**src/rtl/load_store_unit_if.sv**
```systemverilog
// Data-memory bus between the load/store unit and the data memory.
//   o_Mem_Req/o_Mem_Write/o_Mem_Addr/o_Mem_Byte_En/o_Mem_Wdata : driven by the LSU
//   i_Mem_Ready  : memory accepts the request in this cycle
//   i_Mem_Rvalid : read data is valid; i_Mem_Rdata carries the read word
// master = LSU side, slave = memory side.
interface load_store_unit_if #(parameter int XLEN = 32);
    logic              o_Mem_Req;
    logic              o_Mem_Write;
    logic [XLEN-1:0]   o_Mem_Addr;
    logic [XLEN/8-1:0] o_Mem_Byte_En;
    logic [XLEN-1:0]   o_Mem_Wdata;
    logic              i_Mem_Ready;
    logic              i_Mem_Rvalid;
    logic [XLEN-1:0]   i_Mem_Rdata;

    modport master (
        output o_Mem_Req, o_Mem_Write, o_Mem_Addr, o_Mem_Byte_En, o_Mem_Wdata,
        input  i_Mem_Ready, i_Mem_Rvalid, i_Mem_Rdata
    );

    modport slave (
        input  o_Mem_Req, o_Mem_Write, o_Mem_Addr, o_Mem_Byte_En, o_Mem_Wdata,
        output i_Mem_Ready, i_Mem_Rvalid, i_Mem_Rdata
    );
endinterface

```
**src/rtl/load_store_unit.sv**
```systemverilog
// Memory-access stage of the RV32I core. Runs one data-memory transaction per
// instruction and returns the extended load result.
//   i_Clk, i_Reset_N   : clock, asynchronous active-low reset
//   i_Start            : request strobe, only looked at while idle
//   i_Load_Store_Type  : 0 NONE,1 LB,2 LH,3 LW,4 LBU,5 LHU,6 SB,7 SH,8 SW (others NONE)
//   i_Addr             : effective byte address
//   i_Store_Data       : rs2 store data (low bits)
//   o_Busy             : high whenever not idle
//   o_Done             : one-cycle completion pulse
//   o_Load_Data        : extended load result, held until the next load completes
//   o_Misaligned       : with o_Done, the access was aborted for alignment
//   mem                : data-memory bus (master side)
// All outputs are registered.
module load_store_unit #(
    parameter int XLEN = 32
) (
    input  logic            i_Clk,
    input  logic            i_Reset_N,
    input  logic            i_Start,
    input  logic [4:0]      i_Load_Store_Type,
    input  logic [XLEN-1:0] i_Addr,
    input  logic [XLEN-1:0] i_Store_Data,
    output logic            o_Busy,
    output logic            o_Done,
    output logic [XLEN-1:0] o_Load_Data,
    output logic            o_Misaligned,
    load_store_unit_if.master mem
);

    typedef enum logic [1:0] {S_IDLE, S_REQ, S_WAIT} state_t;
    typedef enum logic [1:0] {SZ_B, SZ_H, SZ_W} size_t;

    state_t            r_State;
    size_t             r_Size;
    logic              r_Signed;
    logic [1:0]        r_Off;
    logic              r_Busy, r_Done, r_Misaligned;
    logic [XLEN-1:0]   r_Load_Data;
    logic              r_Mem_Req, r_Mem_Write;
    logic [XLEN-1:0]   r_Mem_Addr, r_Mem_Wdata;
    logic [XLEN/8-1:0] r_Mem_Byte_En;

    // Decode of the incoming request (only meaningful in IDLE with i_Start).
    logic              w_Is_Load, w_Is_Store, w_Signed, w_Misaligned;
    size_t             w_Size;
    logic [XLEN/8-1:0] w_Byte_En;
    logic [XLEN-1:0]   w_Wdata;

    always_comb begin
        w_Is_Load  = 1'b0;
        w_Is_Store = 1'b0;
        w_Signed   = 1'b0;
        w_Size     = SZ_W;
        case (i_Load_Store_Type)
            5'd1: begin w_Is_Load  = 1'b1; w_Size = SZ_B; w_Signed = 1'b1; end
            5'd2: begin w_Is_Load  = 1'b1; w_Size = SZ_H; w_Signed = 1'b1; end
            5'd3: begin w_Is_Load  = 1'b1; w_Size = SZ_W; end
            5'd4: begin w_Is_Load  = 1'b1; w_Size = SZ_B; end
            5'd5: begin w_Is_Load  = 1'b1; w_Size = SZ_H; end
            5'd6: begin w_Is_Store = 1'b1; w_Size = SZ_B; end
            5'd7: begin w_Is_Store = 1'b1; w_Size = SZ_H; end
            5'd8: begin w_Is_Store = 1'b1; w_Size = SZ_W; end
            default: ;
        endcase

        w_Misaligned = (w_Size == SZ_H && i_Addr[0]) ||
                       (w_Size == SZ_W && i_Addr[1:0] != 2'b00);

        // Store data is replicated across all lanes so the memory can pick
        // whichever lanes the byte enables select.
        case (w_Size)
            SZ_B: begin
                w_Byte_En = 4'b0001 << i_Addr[1:0];
                w_Wdata   = {4{i_Store_Data[7:0]}};
            end
            SZ_H: begin
                w_Byte_En = i_Addr[1] ? 4'b1100 : 4'b0011;
                w_Wdata   = {2{i_Store_Data[15:0]}};
            end
            default: begin
                w_Byte_En = 4'b1111;
                w_Wdata   = i_Store_Data;
            end
        endcase
    end

    // Lane extraction and extension of the returned read word.
    logic [7:0]      w_Byte;
    logic [15:0]     w_Half;
    logic [XLEN-1:0] w_Load_Ext;

    always_comb begin
        w_Byte = mem.i_Mem_Rdata[{r_Off, 3'b000} +: 8];
        w_Half = mem.i_Mem_Rdata[{r_Off[1], 4'b0000} +: 16];
        case (r_Size)
            SZ_B:    w_Load_Ext = {{(XLEN-8){r_Signed & w_Byte[7]}}, w_Byte};
            SZ_H:    w_Load_Ext = {{(XLEN-16){r_Signed & w_Half[15]}}, w_Half};
            default: w_Load_Ext = mem.i_Mem_Rdata;
        endcase
    end

    always_ff @(posedge i_Clk or negedge i_Reset_N) begin
        if (!i_Reset_N) begin
            r_State       <= S_IDLE;
            r_Size        <= SZ_W;
            r_Signed      <= 1'b0;
            r_Off         <= '0;
            r_Busy        <= 1'b0;
            r_Done        <= 1'b0;
            r_Misaligned  <= 1'b0;
            r_Load_Data   <= '0;
            r_Mem_Req     <= 1'b0;
            r_Mem_Write   <= 1'b0;
            r_Mem_Addr    <= '0;
            r_Mem_Wdata   <= '0;
            r_Mem_Byte_En <= '0;
        end else begin
            r_Done <= 1'b0;
            case (r_State)
                S_IDLE: begin
                    if (i_Start) begin
                        if (!(w_Is_Load || w_Is_Store)) begin
                            r_Done       <= 1'b1;
                            r_Misaligned <= 1'b0;
                        end else if (w_Misaligned) begin
                            // Aborted before touching memory; load data untouched.
                            r_Done       <= 1'b1;
                            r_Misaligned <= 1'b1;
                        end else begin
                            r_State       <= S_REQ;
                            r_Busy        <= 1'b1;
                            r_Misaligned  <= 1'b0;
                            r_Mem_Req     <= 1'b1;
                            r_Mem_Write   <= w_Is_Store;
                            r_Mem_Addr    <= {i_Addr[XLEN-1:2], 2'b00};
                            r_Mem_Byte_En <= w_Byte_En;
                            r_Mem_Wdata   <= w_Wdata;
                            r_Size        <= w_Size;
                            r_Signed      <= w_Signed;
                            r_Off         <= i_Addr[1:0];
                        end
                    end
                end
                S_REQ: begin
                    if (mem.i_Mem_Ready) begin
                        r_Mem_Req <= 1'b0;
                        if (r_Mem_Write) begin
                            r_State <= S_IDLE;
                            r_Busy  <= 1'b0;
                            r_Done  <= 1'b1;
                        end else begin
                            r_State <= S_WAIT;
                        end
                    end
                end
                S_WAIT: begin
                    if (mem.i_Mem_Rvalid) begin
                        r_Load_Data <= w_Load_Ext;
                        r_Done      <= 1'b1;
                        r_Busy      <= 1'b0;
                        r_State     <= S_IDLE;
                    end
                end
                default: r_State <= S_IDLE;
            endcase
        end
    end

    assign o_Busy            = r_Busy;
    assign o_Done            = r_Done;
    assign o_Load_Data       = r_Load_Data;
    assign o_Misaligned      = r_Misaligned;
    assign mem.o_Mem_Req     = r_Mem_Req;
    assign mem.o_Mem_Write   = r_Mem_Write;
    assign mem.o_Mem_Addr    = r_Mem_Addr;
    assign mem.o_Mem_Byte_En = r_Mem_Byte_En;
    assign mem.o_Mem_Wdata   = r_Mem_Wdata;

endmodule

```
**src/flat_wrapper.sv**
```systemverilog
// flat-port wrapper written by rule: the top's interface ports become plain ports
module load_store_unit_flat 
#(
    parameter int XLEN = 32
)
  (i_Clk, i_Reset_N, i_Start, i_Load_Store_Type, i_Addr, i_Store_Data, o_Busy, o_Done, o_Load_Data, o_Misaligned, mem_o_Mem_Req, mem_o_Mem_Write, mem_o_Mem_Addr, mem_o_Mem_Byte_En, mem_o_Mem_Wdata, mem_i_Mem_Ready, mem_i_Mem_Rvalid, mem_i_Mem_Rdata);
  load_store_unit_if #(.XLEN(XLEN)) mem_i ();
  input  logic i_Clk;
  input  logic i_Reset_N;
  input  logic i_Start;
  input  logic [4:0] i_Load_Store_Type;
  input  logic [XLEN-1:0] i_Addr;
  input  logic [XLEN-1:0] i_Store_Data;
  output logic o_Busy;
  output logic o_Done;
  output logic [XLEN-1:0] o_Load_Data;
  output logic o_Misaligned;
  output wire logic [$bits(mem_i.o_Mem_Req)-1:0] mem_o_Mem_Req;
  output wire logic [$bits(mem_i.o_Mem_Write)-1:0] mem_o_Mem_Write;
  output wire logic [$bits(mem_i.o_Mem_Addr)-1:0] mem_o_Mem_Addr;
  output wire logic [$bits(mem_i.o_Mem_Byte_En)-1:0] mem_o_Mem_Byte_En;
  output wire logic [$bits(mem_i.o_Mem_Wdata)-1:0] mem_o_Mem_Wdata;
  input wire logic [$bits(mem_i.i_Mem_Ready)-1:0] mem_i_Mem_Ready;
  input wire logic [$bits(mem_i.i_Mem_Rvalid)-1:0] mem_i_Mem_Rvalid;
  input wire logic [$bits(mem_i.i_Mem_Rdata)-1:0] mem_i_Mem_Rdata;
  assign mem_o_Mem_Req = mem_i.o_Mem_Req;
  assign mem_o_Mem_Write = mem_i.o_Mem_Write;
  assign mem_o_Mem_Addr = mem_i.o_Mem_Addr;
  assign mem_o_Mem_Byte_En = mem_i.o_Mem_Byte_En;
  assign mem_o_Mem_Wdata = mem_i.o_Mem_Wdata;
  assign mem_i.i_Mem_Ready = mem_i_Mem_Ready;
  assign mem_i.i_Mem_Rvalid = mem_i_Mem_Rvalid;
  assign mem_i.i_Mem_Rdata = mem_i_Mem_Rdata;
  load_store_unit #(.XLEN(XLEN)) u_core (.i_Clk(i_Clk), .i_Reset_N(i_Reset_N), .i_Start(i_Start), .i_Load_Store_Type(i_Load_Store_Type), .i_Addr(i_Addr), .i_Store_Data(i_Store_Data), .o_Busy(o_Busy), .o_Done(o_Done), .o_Load_Data(o_Load_Data), .o_Misaligned(o_Misaligned), .mem(mem_i));
endmodule
```
**config.mk**
```make
export PLATFORM = sky130hd
export DESIGN_NAME = load_store_unit_flat
export DESIGN_NICKNAME = d
export VERILOG_FILES = /design/src/rtl/load_store_unit_if.sv /design/src/rtl/load_store_unit.sv /design/src/flat_wrapper.sv
export SDC_FILE = /design/constraint.sdc
export NUM_CORES = 1
export LEC_CHECK = 0
export BUFFER_PORTS_ARGS = -buffer_cell sky130_fd_sc_hd__buf_4
export CORE_AREA = 2 2 115 117
export DETAILED_ROUTE_END_ITERATION = 8
export DIE_AREA = 0 0 117 119
export PLACE_DENSITY_LB_ADDON = 0.15
export REMOVE_ABC_BUFFERS = 1
export SLEW_MARGIN = 20
export SYNTH_ARGS = -nofsm -noshare
export SYNTH_HDL_FRONTEND = slang
export SYNTH_SLANG_ARGS = --single-unit
```
**constraint.sdc**
```tcl
create_clock -name i_Clk -period 1.9 [get_ports i_Clk]
set_clock_uncertainty 0.05 [all_clocks]
set_input_delay 0 -clock i_Clk [delete_from_list [all_inputs] [get_ports i_Clk]]
set_output_delay 0 -clock i_Clk [all_outputs]
set_load 0.1 [all_outputs]
```
## After elaboration in Yosys (flattened, before gate mapping)

Cells that the tools add are included.

| word-level totals | value |
|---|---|
| output and inout bits | 105 |
| input port bits | 106 |
| word-level logic and storage cells | 91 |
| register bits | 110 |

| operators by class | value |
|---|---|
| muxes and demuxes | 32 |
| shift-type cells | 3 |
| eq/ne operators | 19 |
| reductions and logical operators | 21 |
| bitwise logic cells | 3 |

Operators with widths:

| cell | number |
|---|---|
| case mux 32 bit (2 select lines) | 2 |
| indexed part select 32 x 6 -> 16 bit | 1 |
| indexed part select 32 x 6 -> 8 bit | 1 |
| == test 5 x 3 -> 1 bit (second input constant) | 4 |
| 2-to-1 mux 1 bit | 17 |
| 2-to-1 mux 2 bit | 6 |
| == test 5 x 2 -> 1 bit (second input constant) | 2 |
| AND reduction 5 bit | 2 |
| OR reduction 3 bit | 3 |
| inequality test 2 bit (second input constant) | 4 |
| case mux 4 bit (2 select lines) | 1 |
| AND reduction 7 bit | 1 |
| == test 2 x 1 -> 1 bit (second input constant) | 3 |
| zero test 2 bit | 3 |
| case mux 1 bit (3 select lines) | 2 |
| case mux 2 bit (3 select lines) | 1 |
| == test 5 x 1 -> 1 bit (second input constant) | 1 |
| == test 5 x 4 -> 1 bit (second input constant) | 1 |
| OR reduction 5 bit | 1 |
| == test 2 bit (second input constant) | 2 |
| 2-to-1 mux 4 bit | 1 |
| inequality test 2 x 1 -> 1 bit (second input constant) | 2 |
| case mux 2 bit (2 select lines) | 1 |
| AND reduction 2 bit | 2 |
| 10 further kinds | 14 |

## Longest topological paths before layout

| logic depth | value |
|---|---|
| depth in word-level cells | 10 |
| mapped depth | 8 |
| mapped depth without buffers | 6 |

## Worst setup path after synthesis

No wires, ideal clock.

| timing path | value |
|---|---|
| kind | register to register |
| from | reg u_core.r_Size[1] |
| to | reg u_core.r_Load_Data[22] (netlist: u_core.o_Load_Data[22]) |
| library setup time | 0.137 ns |
| cell stages (with the launch flop) | 7 |
| data required time | 1.713 ns |
| slack | 0.024 ns |
| clock period less this slack | 1.876 ns |
| path buffers | 2 |
| arrival time | 1.689 ns |
| cells stage by stage | dfstp_2 clkbuf_1 or3_1 o21ai_0 a21oi_1 clkbuf_1 a21oi_1 |

| on the way | value |
|---|---|
| cells in the longest elaborated chain, start to end | 2 |
| elaborated cells between the ends (all ways) | 3 |
| those cells by class | eq/ne (1); mux (1); reduce/logical (1) |

RTL lines:

| item | RTL line | text |
|---|---|---|
| start: declaration | load_store_unit.sv:34 | `size_t r_Size;` |
| start signal: assignment | load_store_unit.sv:138 | `r_Size <= w_Size;` |
| == test 2 x 1 -> 1 bit or zero test 2 bit (tied branches) | load_store_unit.sv:95 | `case (r_Size)` |
| case mux 32 bit (2 select lines) (*) | load_store_unit.sv:95 |  |
| end signal: assignment | load_store_unit.sv:158 | `r_Load_Data <= w_Load_Ext;` |
| end: declaration | load_store_unit.sv:38 | `logic [XLEN-1:0] r_Load_Data;` |

Mark *: on every way between the ends. The rest lies on a longest branch, timed or not.
A chain may end at the register's enable or synchronous reset.

## Worst setup path after layout

| timing path | value |
|---|---|
| from | in i_Load_Store_Type[4] |
| to | reg u_core.r_Mem_Write (netlist: u_core.mem.o_Mem_Write) |

| on the way | value |
|---|---|
| cells in the longest elaborated chain, start to end | 8 |
| elaborated cells between the ends (all ways) | 23 |
| those cells by class | eq/ne (10); mux (3); bitwise (1); reduce/logical (9) |

RTL lines:

| item | RTL line | text |
|---|---|---|
| start: declaration | flat_wrapper.sv:11 | `input logic [4:0] i_Load_Store_Type;` |
| == test 5 x 2 -> 1 bit (tied with other cells) | load_store_unit.sv:54 | `case (i_Load_Store_Type)` |
| OR reduction 3 bit (no source line) | - |  |
| case mux 2 bit (2 select lines) | load_store_unit.sv:54 |  |
| == test 2 x 1 -> 1 bit or == test 2 bit (tied branches) | load_store_unit.sv:66, load_store_unit.sv:67 |  |
| logical AND 1 bit (on tied branches) | load_store_unit.sv:66, load_store_unit.sv:67 |  |
| logical OR 1 bit | load_store_unit.sv:66 | `w_Misaligned = (w_Size == SZ_H && i_Addr[0]) \|\|` |
| NOT 1 bit (no source line) | - |  |
| AND reduction 4 bit (no source line) | - |  |
| end signal: assignment | load_store_unit.sv:134 | `r_Mem_Write <= w_Is_Store;` |
| end: declaration | load_store_unit.sv:39 | `logic r_Mem_Req, r_Mem_Write;` |

Several ways; a longest one is shown, not always the timed one.

==> key figures <==
Outcome
  – Status: finished, final reports clean

Placement
  – Post-DP HPWL: 10400 um
  – Dpl cell area: roughly 7000 um2
  – Gpl congestion: 0.851
  – IO Port Bufs: about 210

Clock tree
  – Worst skew pair latency: about 0.35 ns
  – TritonCTS clock tree: built
  – Reg clk slew, reported paths: around 0.070 ns
  – Num CTS Buffers: 9
  – H-tree depth: 3
  – Clk buf depth: 2
  – Sink Count: 110
  – Root buffer cell: clkbuf_16

GRT
  – GRT Overall Usage: 0.232
  – Met3 Track Usage GR: 0.0565
  – Global routing's busiest layer: met2
  – Grt ovf: 0
  – First-pass GRT wire length: approximately 26000 um
  – Met2 GRT Util: 0.400
  – Vias in the first global route: around 5300
  – GR met1 Demand/Resource: 0.277
  – Initial antenna violation count: 0
  – Largest net degree at the start of global routing: 76

Logic synthesis
  – Count of cell types in the netlist: between 40 and 50
  – Cells after Synth: roughly 500
  – Seq/Total Area, Yosys: 0.532
  – Post-Syn Area: just over 5000 um2
  – Synth Flop Type: dfrtp_1
  – Ys Warns: 0
  – Number of synthesized flops with an enable pin: 0
  – Mean Syn Cell Area: roughly 10 um2
  – Fraction of registers with async set/reset: 1.00
  – #FFs+latches synth: 110

Cells and area
  – Commonest non-fill, non-tap cell in the layout: buf_4
  – Diode count: 0
  – Area Overhead vs Synth: 64.4%
  – Layout Nets: 916
  – Most frequent cells in the layout: 225 x buf_4, 109 x dfrtp_1, 96 x dlygate4sd3_1, 92 x nand2_1
  – Layout cells sized above 1: 0.383
  – Fin area: ~8500 um2

Drt
  – Routed vias: 4996
  – Pre-Repair DR Iteration Count: 6
  – Vias per cell: slightly above 5
  – Post-DR wirelength/cell: approximately 17 um
  – Antenna-violating nets left: 0
  – WL final: 16500 um
  – Drc violations: 0
  – 1st-iter DRT viols: around 280

Setup path
  – Critical path peak fanout: 37
  – Worst setup SP type: primary input
  – Crit Path Category: in -> reg
  – CP arrival: 2.02 ns
  – Setup crit end kind: flip-flop
  – Required @ worst endpoint: approximately 2.1 ns

STA
  – Unrepaired setup endpoints after global routing: true
  – Final hold slack: ~0.034 ns
  – Worst-Margin Slew: ~0.69 ns
  – Minimum clock period: approximately 1.8 ns
  – Final setup viols: 0
  – Fin. Hold Viols: 0
  – Slew Limit Fails: 0
  – Fin crit share: 0.961
  – Slew Limit Headroom: 0.540
  – Fmax: ~0.55 GHz

Floorplan
  – I/O Pins: 211
  – Row Count: 42
  – Die Span Y: approximately 120 um
  – Core area: approximately 13000 um2
  – Chip Width: 117 um
  – Initial cell density of the core: 0.402
  – Die area: approximately 14000 um2

Flow run
  – Max Cap Viol: 0

Hold path
  – Worst hold path type: in -> reg
[synthesized netlist by cell type (2+ instances only)]
cell type,number,area share
a31oi_1,8,0.0097
nand2b_1,4,0.0048
a21o_1,8,0.012
a21oi_1,26,0.025
or3b_1,2,0.0034
clkbuf_1,26,0.019
dfrtp_1,109,0.53
mux2_2,25,0.054
inv_1,15,0.011
o21ba_2,2,0.0039
buf_4,3,0.0044
ha_1,4,0.0097
nor2_1,23,0.017
o21ai_1,26,0.025
o22ai_1,8,0.0097
mux2i_1,19,0.037
o21ai_0,24,0.023
a222oi_1,9,0.017
o221ai_1,2,0.0034
o31ai_1,2,0.0029
buf_2,3,0.0029
nand3_1,3,0.0029
buf_1,2,0.0015
a221oi_1,8,0.014
buf_6,2,0.0044
mux2_4,17,0.049
nand2_1,92,0.067
nor3_1,9,0.0087
or3_1,2,0.0024
[per-stage QoR]
stage | worst slack, ns | utilization | instances | TNS (ns)
after floorplan | -2.06 | - | 463 | -148.89
final | 0.0740 | 0.661 | 987 | 0
after global routing | -0.0298 | 0.661 | 987 | -0.0340
after detailed placement | -0.0716 | 0.544 | 868 | -0.452
after global placement | -0.00510 | 0.544 | 868 | -0.00510
after CTS | 0.0306 | 0.649 | 981 | 0
[cells by family after synthesis]
logic type	after synthesis	synth area share
compound gates	131	0.162
mux	61	0.140
xor+xnor	1	0.00169
flops	110	0.532
simple gates	139	0.110
fa+ha+maj	4	0.00967
buf+inv	51	0.0428
other cells	1	0.000724
[sequential cells by signal, indices dropped and copies added, names as in the netlist]
| signal | cells |
|---|---|
| u_core.mem.o_Mem_Byte_En | 4 |
| u_core.mem.o_Mem_Addr | 30 |
| u_core.r_State | 2 |
| u_core.o_Busy | 1 |
| u_core.mem.o_Mem_Req | 1 |
| u_core.o_Misaligned | 1 |
| u_core.mem.o_Mem_Wdata | 32 |
| u_core.r_Signed | 1 |
| u_core.o_Load_Data | 32 |
| u_core.mem.o_Mem_Write | 1 |
| u_core.r_Size | 2 |
| u_core.r_Off | 2 |
| u_core.o_Done | 1 |
[critical path, stage by stage]
cell,delay [ns]
buf_4,0.11
dlygate4sd3_1,0.61
nor3_2,0.37
o2111ai_4,0.23
buf_12,0.21
buf_6,0.19
o31ai_1,0.28
[worst paths after layout]
| kind | from | endpoint | slack, ns | cells after the start |
|---|---|---|---|---|
| worst max-delay path | i_Load_Store_Type[4] | u_core.mem.o_Mem_Write | 0.07 | 7 |
| worst min-delay path | mem_i_Mem_Rdata[9] | u_core.o_Load_Data[9] | 0.03 | 4 |
| worst max register to register | u_core.r_State[0] | u_core.mem.o_Mem_Write | 0.09 | 6 |
| worst min register to register | u_core.mem.o_Mem_Wdata[22] | u_core.mem.o_Mem_Wdata[22] | 0.43 | 2 |
| max in group asynchronous | i_Reset_N | u_core.mem.o_Mem_Addr[3] | 0.91 | 3 |
| min in group asynchronous | i_Reset_N | u_core.o_Load_Data[19] | 0.18 | 2 |
[layout make-up]
cell class / count / area (um2)
Multi-Input combinational cell: 338 / 2250
Inverter: 15 / 56.3
Clock buffer: 10 / 239
Sequential cell: 110 / 2750
Clock inverter: 6 / 133
Tap cell: 176 / 220
Fill cell: 1022 / 4370
Timing Repair Buffer: 332 / 2850
[per-layer routing]
metal  up-vias  share of wire  wire, um
met4         0          0.022       363
met3        28          0.067      1110
met5         -              0         0
li1       2364              -         -
met2       182           0.49      8150
met1      2422           0.42      6850
[timing repair]
action	4_1_cts	5_1_grt
endpoints found under the hold margin	138	0
cloned	0	4
resized for setup	1	18
pin swaps	0	3
buffers inserted	0	3
hold buffers	97	0
endpoints found under the setup margin	7	57
Power is not shown: default switching activity piles up to over one toggle a cycle in this logic, so the estimate is an artifact.
